### src/rtl/serial_sub_if.sv
// Start/busy/done handshake and operand/result bus for serial_sub.
// SERIAL_SUB_OVF_EN adds the signed-overflow flag ovf.
interface serial_sub_if #(
    parameter int WIDTH = 8
);
    logic             start;
    logic [WIDTH-1:0] a;
    logic [WIDTH-1:0] b;
    logic             busy;
    logic             done;
    logic [WIDTH-1:0] diff;
    logic             borrow_out;
`ifdef SERIAL_SUB_OVF_EN
    logic             ovf;

    modport master (output start, a, b, input busy, done, diff, borrow_out, ovf);
    modport slave  (input start, a, b, output busy, done, diff, borrow_out, ovf);
`else
    modport master (output start, a, b, input busy, done, diff, borrow_out);
    modport slave  (input start, a, b, output busy, done, diff, borrow_out);
`endif
endinterface

### src/rtl/serial_sub.sv
// Bit-serial a - b, LSB first, one bit per clock over WIDTH SHIFT cycles.
// Optional SERIAL_SUB_OVF_EN: registered two's-complement overflow flag.
module serial_sub #(
    parameter int WIDTH = 8
) (
    input  logic         clk,
    input  logic         rst,
    serial_sub_if.slave  bus
);
    localparam int CW = $clog2(WIDTH + 1);

    typedef enum logic [1:0] {
        IDLE  = 2'd0,
        SHIFT = 2'd1,
        DONE  = 2'd2
    } state_t;

    state_t           r_state;
    logic [WIDTH-1:0] r_a_sr;
    logic [WIDTH-1:0] r_b_sr;
    logic [WIDTH-1:0] r_res;
    logic [WIDTH-1:0] r_diff;
    logic [CW-1:0]    r_cnt;
    logic             r_bor;
    logic             r_busy;
    logic             r_done;
    logic             r_bout;

    logic             w_x;
    logic             w_y;
    logic             w_d1;
    logic             w_d;
    logic             w_bout;
    logic             w_last;
    logic [WIDTH-1:0] w_res_next;

    // Two cascaded half subtractors: (x - y), then (d1 - borrow_in).
    assign w_x        = r_a_sr[0];
    assign w_y        = r_b_sr[0];
    assign w_d1       = w_x ^ w_y;
    assign w_d        = w_d1 ^ r_bor;
    assign w_bout     = (~w_x & w_y) | (~w_d1 & r_bor);
    assign w_res_next = WIDTH'({w_d, r_res} >> 1);
    assign w_last     = (r_cnt == CW'(WIDTH - 1));

`ifdef SERIAL_SUB_OVF_EN
    logic r_a_msb;
    logic r_b_msb;
    logic r_ovf;
    assign bus.ovf = r_ovf;
`endif

    always_ff @(posedge clk) begin
        if (rst) begin
            r_state <= IDLE;
            r_a_sr  <= '0;
            r_b_sr  <= '0;
            r_res   <= '0;
            r_diff  <= '0;
            r_cnt   <= '0;
            r_bor   <= 1'b0;
            r_busy  <= 1'b0;
            r_done  <= 1'b0;
            r_bout  <= 1'b0;
`ifdef SERIAL_SUB_OVF_EN
            r_a_msb <= 1'b0;
            r_b_msb <= 1'b0;
            r_ovf   <= 1'b0;
`endif
        end else begin
            case (r_state)
                IDLE, DONE: begin
                    r_done <= 1'b0;
                    if (bus.start) begin
                        r_a_sr  <= bus.a;
                        r_b_sr  <= bus.b;
                        r_res   <= '0;
                        r_cnt   <= '0;
                        r_bor   <= 1'b0;
                        r_busy  <= 1'b1;
                        r_state <= SHIFT;
`ifdef SERIAL_SUB_OVF_EN
                        r_a_msb <= bus.a[WIDTH-1];
                        r_b_msb <= bus.b[WIDTH-1];
`endif
                    end else begin
                        r_state <= IDLE;
                    end
                end
                SHIFT: begin
                    r_a_sr <= r_a_sr >> 1;
                    r_b_sr <= r_b_sr >> 1;
                    r_res  <= w_res_next;
                    r_bor  <= w_bout;
                    r_cnt  <= r_cnt + CW'(1);
                    // Results are published only here so partial sums never leak out.
                    if (w_last) begin
                        r_state <= DONE;
                        r_busy  <= 1'b0;
                        r_done  <= 1'b1;
                        r_diff  <= w_res_next;
                        r_bout  <= w_bout;
`ifdef SERIAL_SUB_OVF_EN
                        r_ovf   <= (r_a_msb != r_b_msb) && (w_res_next[WIDTH-1] != r_a_msb);
`endif
                    end
                end
                default: r_state <= IDLE;
            endcase
        end
    end

    assign bus.busy       = r_busy;
    assign bus.done       = r_done;
    assign bus.diff       = r_diff;
    assign bus.borrow_out = r_bout;
endmodule

### src/flat_wrapper.sv
// flat-port wrapper written by rule: the top's interface ports become plain ports
module serial_sub_flat 
#(
    parameter int WIDTH = 8
)
  (clk, rst, bus_start, bus_a, bus_b, bus_busy, bus_done, bus_diff, bus_borrow_out);
  serial_sub_if #(.WIDTH(WIDTH)) bus_i ();
  input  logic clk;
  input  logic rst;
  input wire logic [$bits(bus_i.start)-1:0] bus_start;
  input wire logic [$bits(bus_i.a)-1:0] bus_a;
  input wire logic [$bits(bus_i.b)-1:0] bus_b;
  output wire logic [$bits(bus_i.busy)-1:0] bus_busy;
  output wire logic [$bits(bus_i.done)-1:0] bus_done;
  output wire logic [$bits(bus_i.diff)-1:0] bus_diff;
  output wire logic [$bits(bus_i.borrow_out)-1:0] bus_borrow_out;
  assign bus_i.start = bus_start;
  assign bus_i.a = bus_a;
  assign bus_i.b = bus_b;
  assign bus_busy = bus_i.busy;
  assign bus_done = bus_i.done;
  assign bus_diff = bus_i.diff;
  assign bus_borrow_out = bus_i.borrow_out;
  serial_sub #(.WIDTH(WIDTH)) u_core (.clk(clk), .rst(rst), .bus(bus_i));
endmodule
### config.mk
export PLATFORM = sky130hd
export DESIGN_NAME = serial_sub_flat
export DESIGN_NICKNAME = d
export VERILOG_FILES = /design/src/rtl/serial_sub_if.sv /design/src/rtl/serial_sub.sv /design/src/flat_wrapper.sv
export SDC_FILE = /design/constraint.sdc
export NUM_CORES = 1
export LEC_CHECK = 0
export ABC_AREA = 1
export ABC_CLOCK_PERIOD_IN_PS = 2980
export CORE_MARGIN = 2
export CORE_UTILIZATION = 45
export CTS_CLUSTER_SIZE = 28
export DETAILED_ROUTE_END_ITERATION = 8
export DONT_BUFFER_PORTS = 1
export SLEW_MARGIN = 25
export SYNTH_ARGS = -nofsm -noshare
export SYNTH_HDL_FRONTEND = slang
export SYNTH_SLANG_ARGS = --single-unit
### constraint.sdc
create_clock -name clk -period 2.98 [get_ports clk]
set_input_delay 0.596 -clock clk [delete_from_list [all_inputs] [get_ports clk]]
set_output_delay 0.596 -clock clk [all_outputs]
set_load 0.01 [all_outputs]
# Word-level counts from Yosys, hierarchy flattened
# Index checks and enable logic that the tools add are counted.
op_classes:
  add_sub_neg: 1
  n_eq_ne: 5
  mux: 18
  bitwise: 7
  reduce_logical: 7
ops:
  columns: ["operator", "n"]
  rows:
  - ["8-bit case mux with 2 select lines", 3]
  - ["8-bit two-way mux", 3]
  - ["4-bit case mux with 2 select lines", 1]
  - ["1-bit case mux with 2 select lines", 3]
  - ["2-bit AND reduction", 3]
  - ["1-bit two-way mux", 5]
  - ["4-bit by 1-bit adder with 4-bit output (second input constant)", 1]
  - ["4-bit by 3-bit equality test with 1-bit output (second input constant)", 1]
  - ["4-bit two-way mux", 1]
  - ["2-bit case mux with 2 select lines", 1]
  - ["3-bit AND reduction", 1]
  - ["1-bit bitwise AND", 2]
  - ["2-bit by 1-bit equality test with 1-bit output (second input constant)", 1]
  - ["2-bit equality test (second input constant)", 1]
  - ["2-bit logical NOT", 1]
  - ["2-bit two-way mux", 1]
  - ["2-bit by 1-bit != test with 1-bit output (second input constant)", 1]
  - ["2-bit != test (second input constant)", 1]
  - ["1-bit inverter", 2]
  - ["2-bit nonzero test", 1]
  - ["2-bit OR reduction", 1]
  - ["1-bit bitwise XOR", 2]
  - ["1-bit bitwise OR", 1]
totals:
  reg_bits: 42
  input_bits: 19
  elab_cells: 48

# Longest topological paths before layout
logic_depth:
  depth_word: 5
  mapped_depth: 8
  ltp_nobuf: 7

# Least setup slack after synthesis
# No wires, ideal clock.
synth_path:
  path_kind: "input port to flip-flop"
  startpoint: "in bus_start"
  endpoint: "reg u_core.r_cnt[1]"
  setup_time_ns: 0.132
  t_arrival_ns: 1.180
  slack_ns: 1.668
  cell_stages: 7
  path_buffers: 2
  cell_sequence: "buf_2 nand2_8 nand2_4 inv_2 buf_6 nand2_1 a21oi_1"
synth_between:
  elab_chain_len: 2
synth_rtl:
  columns: ["element", "line_no", "text"]
  rows:
  - ["from (decl)", "flat_wrapper.sv:10", "input wire logic [$bits(bus_i.start)-1:0] bus_start;"]
  - ["2-bit != test (no source line)", null, null]
  - ["2-bit AND reduction (no source line)", null, null]
  - ["to (signal assigned)", "serial_sub.sv:95", "r_cnt <= r_cnt + CW'(1);"]
  - ["to (decl)", "serial_sub.sv:23", "logic [CW-1:0] r_cnt;"]
# Every way passes these cells.
# A chain may end at the register's enable or synchronous reset.

# Worst setup path in the final report
layout_path:
  startpoint: "reg u_core.r_state[0]"
  endpoint: "reg u_core.r_diff[3], in the netlist u_core.bus.diff[3]"
layout_between:
  elab_chain_len: 2
layout_rtl:
  columns: ["element", "line_no", "text"]
  rows:
  - ["from (decl)", "serial_sub.sv:18", "state_t r_state;"]
  - ["from (signal assigned)", "serial_sub.sv:55", "r_state <= IDLE;"]
  - ["from (signal assigned)", "serial_sub.sv:81", "r_state <= SHIFT;"]
  - ["from (signal assigned)", "serial_sub.sv:87", "r_state <= IDLE;"]
  - ["2-bit by 1-bit equality test with 1-bit output", "serial_sub.sv:71", "case (r_state)"]
  - ["2-bit AND reduction (no source line)", null, null]
  - ["to (signal assigned)", "serial_sub.sv:101", "r_diff <= w_res_next;"]
  - ["to (decl)", "serial_sub.sv:22", "logic [WIDTH-1:0] r_diff;"]
# Every way passes these cells.

==> impl_metrics.csv <==
group,metric,value,unit
die,die_h,67.43,um
drt,drtPass1Iterations,4,
global_routing,antenna_found_initial,0,
drt,vias,1431,
synth,synth_seq_cells,41,
clocking,clock-root-buffer,"clkbuf_8",
global_routing,grt_overflow,0,
sta,rsz0062_at_grt,"no",
clocking,htreeDepth,2,
placed_design,pre_cts_slack,1.193,ns
critical_path,cp_max_fo,17,
clocking,cts_resized,0,
critical_path,crit_arrival,2.04,ns
layout,layout-drive-gt1-share,7.725,%
placed_design,io_buffers,0,
pwr,p_leak,0.7916,nW
outcome,status,"finished clean",
global_routing,gr-usage-all-layers,17.08,%
drt,drc,0,
layout,nets,253,
sta,min_period,1.811,ns
die,die_x,67.43,um
critical_path,r2r_cells,6,
placed_design,dp_cells,275,
worst_hold_path,min_to,"u_core.r_a_sr[4]",
sta,max_freq,552.3,MHz
sta,finalCritPeriodShare,60.76,%
pwr,p_total,1.123,mW
drt,wl_per_cell,11.89,um
layout,synthToLayoutAreaGrowth,4.147,%
critical_path,rr_startpoint,"u_core.r_state[0]",
clocking,hold_buffers,0,
synth,syn_nets,261,
drt,wl,3366,um
clocking,post_cts_buffers,0,
critical_path,path_cells,"nand2_4 > inv_4 > nand2_4 > nor2_4 > nand2_1 > nand2_1",
synth,ys_seq_area_share,45.34,%
critical_path,crit_type,"register to register",
synth,post-synth-top-area-fraction,45.34,%
clocking,clk_pin_slew,0.07,ns
layout,final_area,0.001886,mm^2
synth,avgSynthCellArea,7.544,um^2
sta,timing.final.ws_setup,1.169,ns
synth,syn_area,0.001810,mm^2
pwr,ir_drop,248.7,uV
sta,slew_headroom,51.87,%
sta,worst_pin_slew,0.7210,ns
synth,syn_inst,240,
worst_hold_path,hp-class,"primary input to register",
critical_path,cp.required,3.21,ns
clocking,clock_sinks,41,
layout,n_fill_cell,397,
drt,ant_nets,0,
die,core_area,0.003943,mm^2
synth,yosysTopAreaCell,"dfxtp_1",
critical_path,worstSetupStartpointType,"register",
synth,ys_warn_count,0,
sta,slew_viol_final,0,
synth,synthTopCellsByArea,"dfxtp_1 45%, nand3_1 14%, nand2_1 13%",
critical_path,endpoint_kind,"register",
clocking,cts_buffer_depth,2,
global_routing,grt_pass1_vias,1280,
run,drv_cap,0,
placed_design,hpwl,2278,um
sta,finClkSkew,0.005927,ns
die,initial_core_util,45.92,%
worst_hold_path,hold_depth,1,
clocking,clk-insertion-delay-late,0.28,ns
worst_hold_path,hp-start,"rst",
sta,final-hold-violation-count,0,
sta,fin_setup_tns,0,ns
critical_path,worst_path_max_delay_cell,"dfxtp_1",
placed_design,place_area,0.001769,mm^2
clocking,cts_tree,"yes",
die,ios,30,
critical_path,rrSetupSlack,1.17,ns
global_routing,grt_max_degree,29,
placed_design,place_congestion,0.7565,
clocking,cts_buffers,5,
drt,drt_iter0_markers,90,
die,die-area,0.004547,mm^2
synth,synth_cell_type_count,20,
pwr,power.density,595.8,mW/mm^2
die,placementRows,23,
global_routing,grt_pass1_wl,5885,um
drt,viasPerCell,5.057,
critical_path,crit_path_max_incr_delay,0.79,ns
critical_path,r2r-end,"u_core.bus.diff[3]",
layout,antennaDiodeCount,0,
layout,finalNonFillerCells,283,
sta,finalSetupViolCount,0,
==> per-layer routing <==
layer / global-route usage [%] / part of all wire [%] / vias to the layer above
li1: - / - / 767
met3: 4.167 / 3.3 / 5
met4: 5.357 / 0.98 / 0
met2: 27.97 / 48 / 20
met5: 0 / 0 / -
met1: 22.14 / 48 / 639
==> registers in the layout, indices dropped and copies added (netlist names), 2 cells and up <==
signal           flops
u_core.r_a_sr        8
u_core.r_state       2
u_core.r_res         7
u_core.r_b_sr        8
u_core.r_cnt         4
u_core.bus.diff      8
==> critical path, delay by kind of cell, from the launching register on <==
family / cells / cell delay [ns]
AND/OR/NAND/NOR: 5 / 0.73
buffers and inverters: 1 / 0.22
flip-flops: 1 / 0.79
==> layout make-up <==
cell class / instances / area, um^2 / area share [%]
clock inverter: 1 / 30.03 / 1.593
tap: 50 / 62.56 / 3.318
clock buffer: 7 / 86.33 / 4.579
multi-input combinational: 160 / 790.8 / 41.94
inverter: 24 / 95.09 / 5.043
sequential: 41 / 820.8 / 43.53
==> Yosys cell counts <==
cell type,number
a21oi_1,30
buf_2,5
buf_4,5
buf_6,3
clkbuf_1,2
dfxtp_1,41
fa_1,1
ha_1,1
inv_1,19
inv_2,3
inv_4,2
nand2_1,61
nand2_4,3
nand2_8,1
nand3_1,52
nand3b_1,1
nor2_1,4
nor2_4,2
nor3_1,1
o21ai_0,3
==> cells by family (layout without fill, tap and decap cells) <==
family / Yosys count / in the layout / synth area share, %
and+or+nand+nor: 125 / 125 / 32.76
DFF: 41 / 41 / 45.34
buffers and inverters: 39 / 32 / 10.99
AOI/OAI and AO/OA: 33 / 33 / 9.122
adders and majority gates: 2 / 2 / 1.797
==> through the flow <==
stage	util [%]	hold WS (ns)
finish	47.83	0.3723
global route	47.83	0.3565
CTS	47.83	0.3593
detailed placement	44.87	0.4471
global placement	44.87	0.4421
floorplan	-	0.4338
==> cell usage in the layout (no fill, tap or decap), drive strengths merged <==
cell | netlist | routed
fa | 1 | 1
nor3 | 1 | 1
inv | 24 | 24
a21oi | 30 | 30
o21ai | 3 | 3
bufinv | 0 | 1
ha | 1 | 1
nand3b | 1 | 1
clkbuf | 2 | 7
nand2 | 65 | 65
nor2 | 6 | 6
nand3 | 52 | 52
dfxtp | 41 | 41
==> worst max-delay path by stage <==
stage	start	end	slack, ns	cells past startpoint
final	u_core.r_state[0]	u_core.bus.diff[3]	1.17	6
after floorplan	bus_start	u_core.r_cnt[1]	1.67	7
after detailed placement	u_core.r_state[0]	u_core.bus.diff[3]	1.19	6
after global routing	u_core.r_state[0]	u_core.bus.diff[4]	0.99	6
after global placement	u_core.r_state[0]	u_core.bus.diff[1]	1.28	6
after CTS	u_core.r_state[0]	u_core.bus.diff[3]	1.17	6
==> where the power goes <==
part | internal (mW) | total [mW] | switching, mW
registers | 0.568 | 0.587 | 0.0185
clock network | 0.273 | 0.450 | 0.177
logic | 0.0303 | 0.0868 | 0.0565
total | 0.871 | 1.12 | 0.252
Note: power is estimated with default switching activity, not from simulation.
